$ cat src/rtl/rx_frame_arbiter.sv
// Frame-granular round-robin arbiter from PHY_NUM RX packet FIFOs into the MAC decoder ingress.
// One FIFO read is in flight at a time. Frames longer than MAX_LEN are truncated, drained and counted.
module rx_frame_arbiter #(
  parameter int PHY_NUM = 4,
  parameter int MAX_LEN = 1518,
  parameter int PTR_W   = 2
) (
  input  logic                 clk,
  input  logic                 rst,
  input  logic [PHY_NUM-1:0]   fifo_empty,
  input  logic [8*PHY_NUM-1:0] fifo_dout,
  input  logic [PHY_NUM-1:0]   fifo_eod,
  output logic [PHY_NUM-1:0]   fifo_rden,
  input  logic                 out_ready,
  output logic [7:0]           out_data,
  output logic                 out_valid,
  output logic                 out_sof,
  output logic                 out_eod,
  output logic                 out_abort,
  output logic [PTR_W-1:0]     out_port,
  output logic                 busy,
  output logic [15:0]          abort_cnt
);

  localparam int CNT_W = $clog2(MAX_LEN + 1);

  typedef enum logic [2:0] {
    IDLE,
    RD,
    WT,
    FLUSH_RD,
    FLUSH_WT,
    GAP
  } state_t;

  state_t           state_reg, state_next;
  logic [PTR_W-1:0] port_reg, port_next;
  logic [PTR_W-1:0] last_ptr_reg, last_ptr_next;
  logic             busy_reg, busy_next;
  logic             sof_pending_reg, sof_pending_next;
  logic [CNT_W-1:0] byte_cnt_reg, byte_cnt_next;
  logic [CNT_W-1:0] byte_inc;
  logic [15:0]      abort_cnt_reg, abort_cnt_next;

  logic [7:0]       dout_arr [PHY_NUM];
  logic [PTR_W-1:0] cand_idx [PHY_NUM];
  logic [PHY_NUM-1:0] cand_req;
  logic             grant_any;
  logic [PTR_W-1:0] grant_idx;
  logic             cur_empty;
  logic             cur_eod;
  logic [7:0]       cur_dout;

  genvar gi;
  generate
    for (gi = 0; gi < PHY_NUM; gi++) begin : g_port
      assign dout_arr[gi] = fifo_dout[8*gi +: 8];
    end

    // Candidate gi is the port gi+1 places after last_ptr, wrapped modulo PHY_NUM.
    for (gi = 0; gi < PHY_NUM; gi++) begin : g_rr
      logic [PTR_W:0] rr_sum;
      assign rr_sum = {1'b0, last_ptr_reg} + (PTR_W+1)'(gi + 1);
      assign cand_idx[gi] = (rr_sum >= (PTR_W+1)'(PHY_NUM))
                          ? PTR_W'(rr_sum - (PTR_W+1)'(PHY_NUM))
                          : rr_sum[PTR_W-1:0];
      assign cand_req[gi] = ~fifo_empty[cand_idx[gi]];
    end
  endgenerate

  always_comb begin
    grant_any = 1'b0;
    grant_idx = '0;
    for (int k = PHY_NUM - 1; k >= 0; k--) begin
      if (cand_req[k]) begin
        grant_any = 1'b1;
        grant_idx = cand_idx[k];
      end
    end
  end

  assign cur_empty = fifo_empty[port_reg];
  assign cur_eod   = fifo_eod[port_reg];
  assign cur_dout  = dout_arr[port_reg];
  assign byte_inc  = byte_cnt_reg + CNT_W'(1);

  always_comb begin
    state_next       = state_reg;
    port_next        = port_reg;
    last_ptr_next    = last_ptr_reg;
    busy_next        = busy_reg;
    sof_pending_next = sof_pending_reg;
    byte_cnt_next    = byte_cnt_reg;
    abort_cnt_next   = abort_cnt_reg;
    fifo_rden        = '0;
    out_data         = 8'h00;
    out_valid        = 1'b0;
    out_sof          = 1'b0;
    out_eod          = 1'b0;
    out_abort        = 1'b0;

    unique case (state_reg)
      IDLE: begin
        if (grant_any) begin
          port_next        = grant_idx;
          busy_next        = 1'b1;
          byte_cnt_next    = '0;
          sof_pending_next = 1'b1;
          state_next       = RD;
        end
      end

      RD: begin
        if (!cur_empty && out_ready) begin
          fifo_rden[port_reg] = 1'b1;
          state_next          = WT;
        end
      end

      // The byte requested in RD is presented here whatever out_ready does now.
      WT: begin
        out_data         = cur_dout;
        out_valid        = 1'b1;
        out_eod          = cur_eod;
        out_sof          = sof_pending_reg;
        sof_pending_next = 1'b0;
        byte_cnt_next    = byte_inc;
        if (cur_eod) begin
          state_next = GAP;
        end else if (byte_inc == CNT_W'(MAX_LEN)) begin
          state_next = FLUSH_RD;
        end else begin
          state_next = RD;
        end
      end

      FLUSH_RD: begin
        if (!cur_empty) begin
          fifo_rden[port_reg] = 1'b1;
          state_next          = FLUSH_WT;
        end
      end

      FLUSH_WT: begin
        if (cur_eod) begin
          out_abort = 1'b1;
          if (abort_cnt_reg != 16'hFFFF) begin
            abort_cnt_next = abort_cnt_reg + 16'd1;
          end
          state_next = GAP;
        end else begin
          state_next = FLUSH_RD;
        end
      end

      GAP: begin
        last_ptr_next = port_reg;
        busy_next     = 1'b0;
        state_next    = IDLE;
      end

      default: begin
        state_next = IDLE;
      end
    endcase
  end

  always_ff @(posedge clk) begin
    if (rst) begin
      state_reg       <= IDLE;
      port_reg        <= '0;
      last_ptr_reg    <= PTR_W'(PHY_NUM - 1);
      busy_reg        <= 1'b0;
      sof_pending_reg <= 1'b0;
      byte_cnt_reg    <= '0;
      abort_cnt_reg   <= '0;
    end else begin
      state_reg       <= state_next;
      port_reg        <= port_next;
      last_ptr_reg    <= last_ptr_next;
      busy_reg        <= busy_next;
      sof_pending_reg <= sof_pending_next;
      byte_cnt_reg    <= byte_cnt_next;
      abort_cnt_reg   <= abort_cnt_next;
    end
  end

  assign out_port  = port_reg;
  assign busy      = busy_reg;
  assign abort_cnt = abort_cnt_reg;

endmodule

$ cat config.mk
export PLATFORM = sky130hd
export DESIGN_NAME = rx_frame_arbiter
export DESIGN_NICKNAME = d
export VERILOG_FILES = /design/src/rtl/rx_frame_arbiter.sv
export SDC_FILE = /design/constraint.sdc
export NUM_CORES = 1
export LEC_CHECK = 0
export CAP_MARGIN = 15
export CORE_UTILIZATION = 35
export DETAILED_ROUTE_END_ITERATION = 7
export SYNTH_ARGS = -nofsm -noshare
export SYNTH_HDL_FRONTEND = slang
export SYNTH_SLANG_ARGS = --single-unit
export TNS_END_PERCENT = 1
$ cat constraint.sdc
create_clock -name clk -period 4.4 [get_ports clk]
set_input_delay 0.88 -clock clk [delete_from_list [all_inputs] [get_ports clk]]
set_output_delay 0.88 -clock clk [all_outputs]
set_load 0.02 [all_outputs]
* Word level (Yosys, flattened, before mapping)
Index checks and enable logic that the tools add are counted.
** Operators by class
- Bitwise operators :: 1
- Muxes and demuxes :: 50
- Reduce and logical (&&, ||, !) cells :: 11
- Magnitude comparators :: 11
- Eq/ne operators :: 10
- Add/sub/neg operators :: 10
** Operators with widths (number)
- $mux 8 :: 3
- $pmux 11 s2 :: 1
- $mux 2 :: 9
- $mux 1 :: 17
- $add 16x1->16 const B :: 1
- $bmux 8 s2 :: 1
- $ne 16x16->1 const B :: 1
- $ge 3x3->1 const B :: 5
- $lt 2x3->1 const B :: 5
- $mux 3 :: 5
- $pmux 3 s5 :: 1
- $bmux 1 s2 :: 6
- $add 11x1->11 const B :: 1
- $eq 11x11->1 const B :: 1
- $mux 11 :: 1
- $mux 4 :: 2
- $pmux 4 s2 :: 1
- $sub 2x1->2 const B :: 4
- $add 2x2->3 const B :: 2
- $eq 3x2->1 const B :: 2
- $eq 3x3->1 const B :: 2
- $ne 2x2->1 const B :: 3
- $reduce_and 2->1 :: 3
- $reduce_and 3->1 :: 2
- 11 further kinds :: 14
** Storage, ports and cells
- Register bits after elaboration :: 36
- Output and inout port bits :: 35
- Input port bits :: 43

* Depth between registers and ports, before layout
Gate-level depths: netlist of run 1.
- Depth after elaboration :: 11
- Mapped depth :: 8
- Mapped depth without buffers :: 6

* Worst setup path before layout of run 1
No wires, ideal clock.
- Kind :: input -> output
- Start point :: in fifo_empty[3]
- End point :: out fifo_rden[0]
- Required time :: 3.520 ns
- Path buffers :: 0
- Cell stages on the path :: 3
- Slack :: 1.338 ns
- Arrival time :: 2.182 ns
- Cell sequence :: mux4_2 > nor3_1 > nor3b_1
** On the way
- Word-level cells in the longest chain between the ends :: 6
- Elaborated cells on any way between the ends :: 7
- Classes of those cells :: mux (5); reduce/logical (2)
** Ends and longest elaborated chain
- from (decl) :: line 10 : input logic [PHY_NUM-1:0] fifo_empty,
- $bmux 1 s2 * :: line 82 : assign cur_empty = fifo_empty[port_reg];
- $mux 1 (not written as such) * :: line 82
- $logic_not 1->1
- $logic_and 1x1->1 :: line 114 : if (!cur_empty && out_ready) begin
- $mux 4 :: line 114
- $pmux 4 s2 * :: line 102 : unique case (state_reg)
- to (decl) :: line 13 : output logic [PHY_NUM-1:0] fifo_rden,
Every way passes the cells marked *; elsewhere a longest branch is shown, timed or not. The select of a mux whose other input is x is not followed.

* Worst setup path in the final report of run 1
- Start point :: in fifo_empty[1]
- End point :: out fifo_rden[0]
The elaborated chain is that of the path after synthesis.

==> results of run 1 <==
-- metal layers --
metal / vias to the layer above / GRT usage [%] / wire length [um]
met2: 44 / 30.48 / 2970
met1: 1068 / 25.08 / 2967
met3: 10 / 3.147 / 233
li1: 1177 / - / -
met5: - / 0 / 0
met4: 0 / 5.799 / 91
-- cells in the mapped netlist (4+ instances only) --
| cell type | number |
|---|---|
| nor3_1 | 7 |
| mux4_1 | 4 |
| o21ai_0 | 11 |
| nor2_1 | 47 |
| clkbuf_1 | 11 |
| a21oi_1 | 23 |
| mux2i_1 | 4 |
| nand4_1 | 8 |
| nand2_1 | 12 |
| and3_1 | 16 |
| nand2b_1 | 6 |
| xor2_1 | 8 |
| mux4_2 | 6 |
| buf_2 | 6 |
| and4_1 | 4 |
| dfxtp_1 | 36 |
| nand3_1 | 10 |
| nand3b_1 | 5 |
| xnor2_1 | 8 |
-- path summary, 6_finish.rpt --
kind / depth (start not counted) / slack, ns / endpoint
worst min register to register: 2 / 0.50 / sof_pending_reg
worst min-delay path: 2 / 0.50 / sof_pending_reg
worst max register to register: 8 / 2.00 / byte_cnt_reg[9]
worst max-delay path: 5 / 0.43 / fifo_rden[0]
-- cell families after synthesis --
family	Yosys count
multiplexers	14
AO/OA/AOI/OAI	51
XOR/XNOR	16
AND/OR/NAND/NOR	140
buffers and inverters	24
adder cells (fa/ha/maj)	3
flip-flops	36
-- area by class of cell --
class	instances	area share (%)
inverters	4	0.4598
well taps	77	2.950
multi-input cells	224	47.24
clock buffers	8	2.759
repair buffers	81	24.52
flip-flops and latches	36	22.07
-- stage by stage --
| stage | power [mW] | cells |
|---|---|---|
| floorplan | 0.4220 | 284 |
| global placement | 0.4843 | 422 |
| global route | 0.7588 | 430 |
| CTS | 0.7319 | 430 |
| detailed placement | 0.4857 | 422 |
| finish | 0.7199 | 430 |
-- power groups by stage --
stage,Combinational [mW],Clock [mW],Sequential (mW)
final,0.135,0.243,0.342
after global routing,0.148,0.268,0.343
after CTS,0.137,0.254,0.342
after detailed placement,0.136,0,0.349
after global placement,0.135,0,0.349
after floorplan,0.0769,0,0.345
-- critical path: stages --
cell and delay (ns):
clkdlybuf4s50_1 0.51, mux4_2 0.54, nor3_1 0.30, nor3b_1 0.22
clkdlybuf4s50_1 0.63
-- cell usage in the layout (no fill, tap or decap), types with 2 or more instances in the layout --
master,instances
nand4_1,8
inv_1,3
buf_4,4
a31oi_1,3
clkbuf_8,6
nor3b_1,2
nor2_1,47
and4_1,4
or3_1,3
nand3b_1,5
nand2b_1,6
nand2_1,12
and4b_1,2
ha_1,3
nand3_1,10
and2_1,2
xnor2_1,8
nor3_1,7
xor2_1,8
clkdlybuf4s50_1,77
o21ai_0,11
and3_1,16
clkbuf_1,2
mux4_2,6
mux4_1,4
a21oi_1,23
a211oi_1,3
and3b_1,2
mux2i_1,4
dfxtp_1,36
nand4b_1,3
==> summary.md, run 1 <==
| Metric | Value |
|---|---|
| Antenna violations before repair | `0` |
| EDFF count, synth | `0` |
| Clock power share | `33.8%` |
| Final Cell Area | `0.003266 mm^2` |
| Layout area overhead | `37.80%` |
| Tcrit/Tclk final | `90.14%` |
| Max Cap Viol | `0` |
| Max clock buf depth | `2` |
| Gr ovfl total | `0` |
| Synth async-reset ratio | `0%` |
| FMAX | `0.2521 GHz` |
| Mux contribution to synthesized area | `11.83%` |
| Hold wc startpoint | `sof_pending_reg` |
| Worst Skew | `0.008845 ns` |
| Yosys top cell area share | `30.41%` |
| Final Worst Setup Slack | `0.4338 ns` |
| Startpoint types | `primary input` |
| Routed len/inst | `14.57 um` |
| Measured slew at the worst slew-check pin | `0.7311 ns` |
| Total track usage | `18.61%` |
| RSZ-0062 raised after global routing | `false` |
| Syn Area/Cell | `8.344 um^2` |
| Row count | `29` |
| Arr. time, crit path | `3.09 ns` |
| PD cells | `220.4 mW/mm^2` |
| Setup tns final | `0 ns` |
| Violated checks | `design-rule violations` |
| Sequential-to-total area share from yosys stat | `30.41%` |
| Final core utilization | `50.56%` |
| Cell taking the most area after synthesis | `dfxtp_1` |
| Synth Area in Simple Gates | `32.89%` |
| Final setup viols | `0` |
| Post-CTS Hold Fix Bufs | `0` |
| Final Hold Vio Count | `0` |
| Die H | `84.29 um` |
| Via count | `2,299` |
| I/O pins | `78` |
| Root buf cell | `clkbuf_8` |
| VDD IR max | `0.0001296 V` |
| ANT nets after route | `0` |
| Predominant post-synthesis flop cell | `dfxtp_1` |
| Largest register FFs | `16` |
| Post-Synthesis Cells | `284` |
| Yosys reg bits | `36` |
| DR vias/cell | `5.347` |
| DR iter-0 viols | `81` |
| Max-slew violations | `0` |
| Static Leak | `1.170 nW` |
| Initial core utilization | `36.69%` |
| Pre-CTS setup slack | `0.4292 ns` |
| Synth cell types | `55` |
| TritonCTS Buffers | `5` |
| H-tree levels | `2` |
| Comb pwr share | `18.7%` |
| Drt pass-1 iters | `6` |
| DRC | `4` |
| Post_cts resized | `0` |
| Mapped cell area | `0.002370 mm^2` |
| Hold slack | `0.4984 ns` |
| Reg area | `720.7 um^2` |
| GP Congestion | `0.8116` |
| Core area | `0.006459 mm^2` |
| Multi-input gate area | `0.001543 mm^2` |
| Nets@finish | `398` |
| Worst min-delay path class | `flop to flop` |
| Synth Area in XOR/XNOR | `5.913%` |
| Worst setup EP type | `output pin` |
| Post-Syn Nets | `330` |
| Layout cell share with drive strength beyond 1 | `6.232%` |
| Yosys warns | `0` |
| FF-to-FF Start | `state_reg[0]` |
| Worst skew pair latency | `0.29 ns` |
| Minimum clock period | `3.966 ns` |
| I/O Buffers | `77` |
| Die ar. | `0.007104 mm^2` |
| Ranking of synthesized cells by area | `dfxtp_1 30%, nor2_1 7.4%, mux4_2 5.7%` |
| Worst setup path class | `primary input to output pin` |
| Psw | `182.8 uW` |
| Die Width | `84.29 um` |
| Largest family of logic cells by synthesized area | `simple AND/OR/NAND/NOR gates` |
| Critical Path RT | `3.52 ns` |
| Vias in the first global route | `2,159` |
| Largest net degree at the start of global routing | `24` |
| CP startpoint | `fifo_empty[1]` |
| Slew headroom | `51.19%` |
| N_diodes | `0` |
| Post-CTS setup buffers | `0` |
| Flop pwr share | `47.5%` |
| CTS tree | `built` |
| First-pass GRT wire length | `10,600 um` |
| Pint | `537.1 uW` |
| Status | `finished, violations left` |
| Switching Share | `25.39%` |
| Placement Cell Area | `0.003176 mm^2` |
| Clock sinks | `36` |
| Overall routed net length | `6263 um` |
| Compound-Gate Fraction of Synth Area | `12.88%` |
| Synthesized-area fraction occupied by adder cells | `1.584%` |
| Worst-path clk slew | `0.07 ns` |
| Worst Path Max Fanout | `7` |
| DP Wirelength | `4698 um` |
| Fillers | `626` |
(Power assumes the default switching activity.)
==> run 2, diff against run 1 <==
--- a/config.mk
+++ b/config.mk
@@ -8,6 +8,7 @@
 export CAP_MARGIN = 15
 export CORE_UTILIZATION = 35
 export DETAILED_ROUTE_END_ITERATION = 7
+export SKIP_LAST_GASP = 1
 export SYNTH_ARGS = -nofsm -noshare
 export SYNTH_HDL_FRONTEND = slang
 export SYNTH_SLANG_ARGS = --single-unit
==> results of run 2 <==
The final DEF is identical to that of run 1; final timing and power are the same.
